===== config.mk =====
export PLATFORM = sky130hd
export DESIGN_NAME = fold_issue_ctl
export DESIGN_NICKNAME = d
export VERILOG_FILES = /design/src/rtl/fold_issue_ctl.sv
export SDC_FILE = /design/constraint.sdc
export NUM_CORES = 1
export LEC_CHECK = 0
export BUFFER_PORTS_ARGS = -buffer_cell sky130_fd_sc_hd__buf_2
export CORE_ASPECT_RATIO = 0.9
export CORE_MARGIN = 4
export CORE_UTILIZATION = 25
export CTS_BUF_LIST = sky130_fd_sc_hd__clkbuf_16
export DETAILED_ROUTE_END_ITERATION = 16
export GPL_TIMING_DRIVEN = 0
export PLACE_DENSITY_LB_ADDON = 0.15
export RECOVER_POWER = 100
export SYNTH_ARGS = -nofsm -noshare
export SYNTH_HDL_FRONTEND = slang
export SYNTH_SLANG_ARGS = --single-unit

===== constraint.sdc =====
create_clock -name clk -period 2.97 [get_ports clk]
set_input_delay 0 -clock clk [delete_from_list [all_inputs] [get_ports clk]]
set_output_delay 0 -clock clk [all_outputs]
set_load 0.01 [all_outputs]

===== src/rtl/fold_issue_ctl.sv =====
`default_nettype none
// ============================================================================
// Module   : fold_issue_ctl
// Purpose  : Sequences the instruction folder between the instruction buffer
//            and decode, with post-flush quiet period and consistency checks.
// Revision : 1.0 - initial release
// ============================================================================
module fold_issue_ctl #(
    parameter int QUIET_GROUPS = 2,
    parameter int CNT_W        = 16
) (
    input  logic             clk,
    input  logic             reset,
    input  logic             fold_en_cfg,
    input  logic             single_step,
    input  logic             flush,
    input  logic             hold,
    input  logic [3:0]       ibuf_valid,
    input  logic             fold1,
    input  logic             fold2,
    input  logic             fold3,
    input  logic             fold4,
    input  logic             notvalid,
    output logic             foe,
    output logic [2:0]       ibuf_shift,
    output logic             issue_valid,
    output logic [2:0]       issue_cnt,
    output logic             fold_err,
    output logic [CNT_W-1:0] fold_groups
);

    localparam int QW = (QUIET_GROUPS > 0) ? $clog2(QUIET_GROUPS + 1) : 1;
    localparam logic [QW-1:0] QUIET_LOAD = QW'(QUIET_GROUPS);

    localparam logic [1:0] S_RST   = 2'd0;
    localparam logic [1:0] S_RUN   = 2'd1;
    localparam logic [1:0] S_FLUSH = 2'd2;

    logic [1:0]       state_q, state_d;
    logic [QW-1:0]    quiet_q, quiet_d;
    logic             valid_q, valid_d;
    logic [2:0]       cnt_q, cnt_d;
    logic             err_q, err_d;
    logic [CNT_W-1:0] groups_q, groups_d;

    logic       w_run;
    logic       w_foe;
    logic [2:0] w_k;
    logic       w_accept;
    logic       w_err_now;
    logic [2:0] w_nfold;

    assign w_run = (state_q == S_RUN);
    assign w_foe = fold_en_cfg & ~single_step & w_run & (quiet_q == '0);

    always_comb begin
        w_k = 3'd0;
        if (fold4)      w_k = 3'd4;
        else if (fold3) w_k = 3'd3;
        else if (fold2) w_k = 3'd2;
        else if (fold1) w_k = 3'd1;
    end

    // An accept with no fold decision is not an accept at all.
    assign w_accept = w_run & ~flush & ~notvalid & ~(valid_q & hold) & (w_k != 3'd0);

    assign w_nfold = {2'b00, fold1} + {2'b00, fold2} + {2'b00, fold3} + {2'b00, fold4};

    always_comb begin
        w_err_now = 1'b0;
        if (w_nfold > 3'd1)                             w_err_now = 1'b1;
        if (fold1 & ~ibuf_valid[0])                     w_err_now = 1'b1;
        if (fold2 & ~(&ibuf_valid[1:0]))                w_err_now = 1'b1;
        if (fold3 & ~(&ibuf_valid[2:0]))                w_err_now = 1'b1;
        if (fold4 & ~(&ibuf_valid[3:0]))                w_err_now = 1'b1;
        if ((fold2 | fold3 | fold4) & ~w_foe)           w_err_now = 1'b1;
        if (notvalid != ~ibuf_valid[0])                 w_err_now = 1'b1;
    end

    always_comb begin
        state_d  = state_q;
        quiet_d  = quiet_q;
        valid_d  = valid_q;
        cnt_d    = cnt_q;
        err_d    = err_q | (w_run & w_err_now);
        groups_d = groups_q;

        case (state_q)
            S_RST:   state_d = S_RUN;
            S_FLUSH: state_d = S_RUN;
            default: state_d = S_RUN;
        endcase

        if (flush) begin
            state_d = S_FLUSH;
            valid_d = 1'b0;
            quiet_d = QUIET_LOAD;
        end else if (w_accept) begin
            valid_d = 1'b1;
            cnt_d   = w_k;
            if (quiet_q != '0) quiet_d = quiet_q - 1'b1;
            if ((w_k >= 3'd2) && (groups_q != {CNT_W{1'b1}})) groups_d = groups_q + 1'b1;
        end else if (~hold) begin
            valid_d = 1'b0;
        end
    end

    always_ff @(posedge clk) begin
        if (reset) begin
            state_q  <= S_RST;
            quiet_q  <= '0;
            valid_q  <= 1'b0;
            cnt_q    <= 3'd0;
            err_q    <= 1'b0;
            groups_q <= '0;
        end else begin
            state_q  <= state_d;
            quiet_q  <= quiet_d;
            valid_q  <= valid_d;
            cnt_q    <= cnt_d;
            err_q    <= err_d;
            groups_q <= groups_d;
        end
    end

    assign foe         = w_foe;
    assign ibuf_shift  = w_accept ? w_k : 3'd0;
    assign issue_valid = valid_q;
    assign issue_cnt   = cnt_q;
    assign fold_err    = err_q;
    assign fold_groups = groups_q;

endmodule
`default_nettype wire


# Word-level counts from Yosys, hierarchy flattened
# Cells that the tools add are included.
# totals
reg_bits	25
out_inout_bits	25
# classes
n_addsub	5
magnitude_cmp	2
eq_ne	4
mux	18
bitwise_logic	26
n_reduce_logical	14
# op_table
op	count
16-bit by 1-bit adder with 16-bit output (second input constant)	1
16-bit inequality test (second input constant)	1
1-bit bitwise AND	14
2-bit 2-to-1 mux	6
1-bit 2-to-1 mux	10
1-bit inverter	9
2-bit AND reduction	4
3-bit 2-to-1 mux	2
3-bit AND reduction	2
2-bit nonzero test	3
4-bit AND reduction	1
2-bit by 1-bit adder with 3-bit output	1
3-bit by 1-bit adder with 3-bit output	1
3-bit by 2-bit >= comparator with 1-bit output (second input constant)	1
3-bit by 1-bit > comparator with 1-bit output (second input constant)	1
1-bit bitwise OR	3
3-bit nonzero test	1
1-bit by 1-bit adder with 2-bit output	1
2-bit by 1-bit == test with 1-bit output (second input constant)	1
2-bit logical NOT	1
2-bit by 1-bit inequality test with 1-bit output (second input constant)	1
2-bit OR reduction	1
2-bit by 1-bit subtractor with 2-bit output (second input constant)	1
1-bit logical AND	1
1-bit inequality test	1

# Longest topological paths before layout
# depth
depth_word	13
mapped_depth	7

# Least setup slack after synthesis
# OpenSTA, ideal clock, no wires.
# synth_path
path_type	register to register
start	register groups_q[8], in the netlist fold_groups[8]
end	register groups_q[15], in the netlist fold_groups[15]
setup_ps	121
t_arrival_ps	1807
slack_ps	1043
path_stages_with_launch	6
path_buffers	0
synth_period_minus_slack_ps	1927
path_cell_list	dfxtp_1 -> nand4_1 -> nor4_2 -> nor4b_2 -> nand4_1 -> mux2_2
# synth_between
elab_chain_len	3
elab_cells_between_ends	4
cone_classes	add/sub: 1; eq/ne: 1; reduce/logical: 2
# synth_rtl
item	line_no	rtl
from (decl)	44	logic [CNT_W-1:0] groups_q, groups_d;
from (signal assigned)	122	groups_q <= groups_d;
parallel branches: the longest is 3 deep, another holds 16-bit by 1-bit adder with 16-bit output	n/a	
# Parallel ways; which one is timed is not known.
# A chain may end at the register's enable or synchronous reset.

# Final worst setup path
# layout_path
start	input flush
end	register groups_q[10], in the netlist fold_groups[10]
# layout_between
elab_chain_len	6
# layout_rtl
item	line_no	rtl
from (decl)	16	input logic flush,
1-bit inverter (no line) (*)	n/a	
1-bit bitwise AND (4 in a row)	65	assign w_accept = w_run & ~flush & ~notvalid & ~(valid_q & hold) & (w_k != 3'd0);
3-bit AND reduction (no line) (*)	n/a	
# Every way passes the cells marked *; elsewhere a longest branch is shown, timed or not.

==> flow_summary.ini <==
[status]
status = finished, final reports clean

[timing]
slew_headroom_pct = 51.6
finalCritPeriodShare_pct = 78.4
skew_ps = 5.18
finalHoldViolCount = 0
finalMaxSlewViolations = 0
final.setup.tns_ps = 0
worst_pin_slew_ps = 720
period_needed_ps = 2330
max_freq_mhz = 429
rsz0062_at_grt = no
setup_viol = 0

[min_path]
hold_path.class = in -> reg
hold-path-cell-count = 2
holdCritStartpoint = reset
hold_end = state_q[0]

[grt]
first_global_vias = 1160
grt.met3_usage_pct = 3.57
grtUsageMet2_pct = 15.7
grt_usage_pct = 10.5
antenna_found_initial = 0
met1_usage_pct = 15.0
grt_max_degree = 15
grt_busiest_layer = met2
grt_pass1_wl_um = 5520
overflow = 0

[synth]
ys_seq_area_share_pct = 39.0
synth_flop_cell = dfxtp_1
synth_area_sq_mm = 0.00128
yosysUniqueCellTypes = 37
synth_warnings = 0
synth_seq_cells = 25
syn_nets = 168
synth-xor-area-share_pct = 5.46
synth_simple_gate_area_share_pct = 38.2
async_flop_share_pct = 0
muxShareOfSynthArea_pct = 3.51
synth_top_family_by_area = simple AND/OR/NAND/NOR gates
synthCells = 150
syn_area_per_cell_sq_um = 8.56
synthAdderAreaFrac_pct = 3.51
synth-compound-area-share_pct = 7.89
synth-edff-count = 0

[route]
drc = 0
wl_per_cell_um = 13.0
ant_nets = 0
num_vias = 1196
routed_wl_um = 3350
drtIter0Drc = 52
drt-pass1-iter-count = 4
via_per_inst = 4.64

[clocking]
post_cts_buffers = 0
cts.clk_slew.worst_paths_ps = 70
h-tree-depth = 1
clk_latency_ps = 260
cts_root_buf = clkbuf_16
cts_buffers = 3
post_cts_resized = 0
cts.sink_count = 25
cts_tree = built
clk_path_buf_depth = 2
postCtsHoldBufs = 1

[setup_path]
critPathMaxFanout = 7
arrival_ps = 2520
worstPathRequired_ps = 3160
reg2reg_depth = 5
reg2reg_slack_ps = 690
worstReg2RegEnd = fold_groups[15]
rr_startpoint = fold_groups[6]
endpoint_kind = flop
path_class = in -> reg
cp-start-kind = primary input

[place]
dp_hpwl_um = 2570
routabilityCongestion = 0.741
dp_cells = 253
numPortBuffers = 38

[floorplanning]
die-area_sq_mm = 0.00635
core_area_sq_mm = 0.00489
die_h_um = 76.0
fp-row-count = 24
io-pin-count = 40
dieWidth_um = 83.5
start_util_pct = 26.2

[finish]
final_nets = 212
instances_no_fill = 258
drive_above_1_share_pct = 12.4
area_growth_pct = 24.1
antenna_cells = 0

[pwr]
power_density_mw_per_mm2 = 435
leakage_uw = 0.000538
ir_drop_v = 0.000291

[flow_run]
max_cap_viol_count = 0
-- Yosys cell counts, drive strengths merged, types with 2 or more instances --
cell | instances | area, sq um
dfxtp | 25 | 500
nor2 | 25 | 93.8
clkbuf | 4 | 16.3
and3 | 3 | 18.8
nand3b | 2 | 15.0
nor2b | 6 | 37.5
or4 | 2 | 15.0
nand4 | 7 | 43.8
nor3 | 6 | 30.0
or3 | 3 | 18.8
nor4b | 2 | 38.8
mux2 | 4 | 45.0
xnor2 | 6 | 52.6
nand4b | 2 | 17.5
o21ai | 4 | 20.0
inv | 3 | 11.3
xor2 | 2 | 17.5
nor3b | 2 | 15.0
nand2 | 8 | 30.0
nor4 | 2 | 18.8
nand3 | 10 | 62.6
ha | 2 | 25.0
a21oi | 10 | 50.1
-- how the worst max path moves through the flow --
| stage | from | endpoint | slack [ps] | depth (start not counted) |
|---|---|---|---|---|
| finish | flush | fold_groups[10] | 640 | 8 |
| global route | flush | fold_groups[5] | 470 | 7 |
| CTS | fold_groups[6] | fold_groups[13] | 720 | 5 |
| detailed placement | fold_groups[8] | fold_groups[13] | 740 | 5 |
| global placement | fold_groups[6] | fold_groups[13] | 740 | 5 |
| floorplan | fold_groups[8] | fold_groups[15] | 1040 | 5 |
-- final cells by class --
class	count	area, sq um
clock inverters	1	5.00
flip-flops and latches	25	500
plain buffers	5	18.8
clock buffers	3	75.1
multi-input cells	117	733
fillers	547	3300
well taps	65	81.3
inverters	3	11.3
repair buffers	39	168
-- routing by layer --
metal,wire length [um],share of wire [%]
met1,1780,53
met2,1400,42
met3,148,4.4
met4,19,0.57
met5,0,0
-- state kept, by name, summed over array words and instances (netlist names) --
signal       cells
fold_err         1
fold_groups     16
issue_cnt        3
issue_valid      1
quiet_q          2
state_q          2
-- power breakdown --
group | total, uW | internal [uW] | switching, uW | leakage (uW)
Combinational | 48.9 | 20.1 | 28.9 | 0.000295
Clock | 301 | 181 | 120 | 0.0000409
Sequential | 343 | 340 | 3.28 | 0.000203
Total | 693 | 542 | 152 | 0.000538
-- critical path, cell delays in order --
cell	delay (ps)
dlygate4sd3_1	540
clkbuf_1	180
nor4b_4	420
nand3_1	300
or3b_1	410
clkbuf_1	190
or3_1	330
a21oi_1	140
-- layout by cell type (no fill, tap or decap), drive strengths merged, types with 2 or more instances in the layout --
master	n
buf	12
dfxtp	25
a21oi	10
mux2	4
or4	2
nor2b	6
nand3b	2
inv	3
nor4b	2
nand4	7
ha	2
nor3b	2
nor3	6
clkbuf	34
nand4b	2
nor4	2
o21ai	4
and3	3
or3	3
xnor2	6
nand2	8
nor2	25
nand3	10
xor2	2
-- kinds of logic (layout without fill, tap and decap cells) --
family,after synthesis,count (layout)
AND/OR/NAND/NOR,84,84
adder cells (fa/ha/maj),3,3
multiplexers,4,4
AO/OA/AOI/OAI,18,18
XOR/XNOR,8,8
buffers and inverters,8,51
flip-flops,25,25
-- through the flow --
step | util, % | hold WS, ps | setup WS (ps) | total power, uW | area [sq um]
floorplan | - | 62.0 | 1040 | 376 | 1280
global placement | 31.8 | 284 | 739 | 402 | 1560
detailed placement | 31.8 | 272 | 737 | 401 | 1560
CTS | 33.6 | 171 | 717 | 706 | 1650
global route | 32.5 | 206 | 466 | 726 | 1590
finish | 32.5 | 157 | 640 | 693 | 1590
Power figures use the tool's default switching activity.
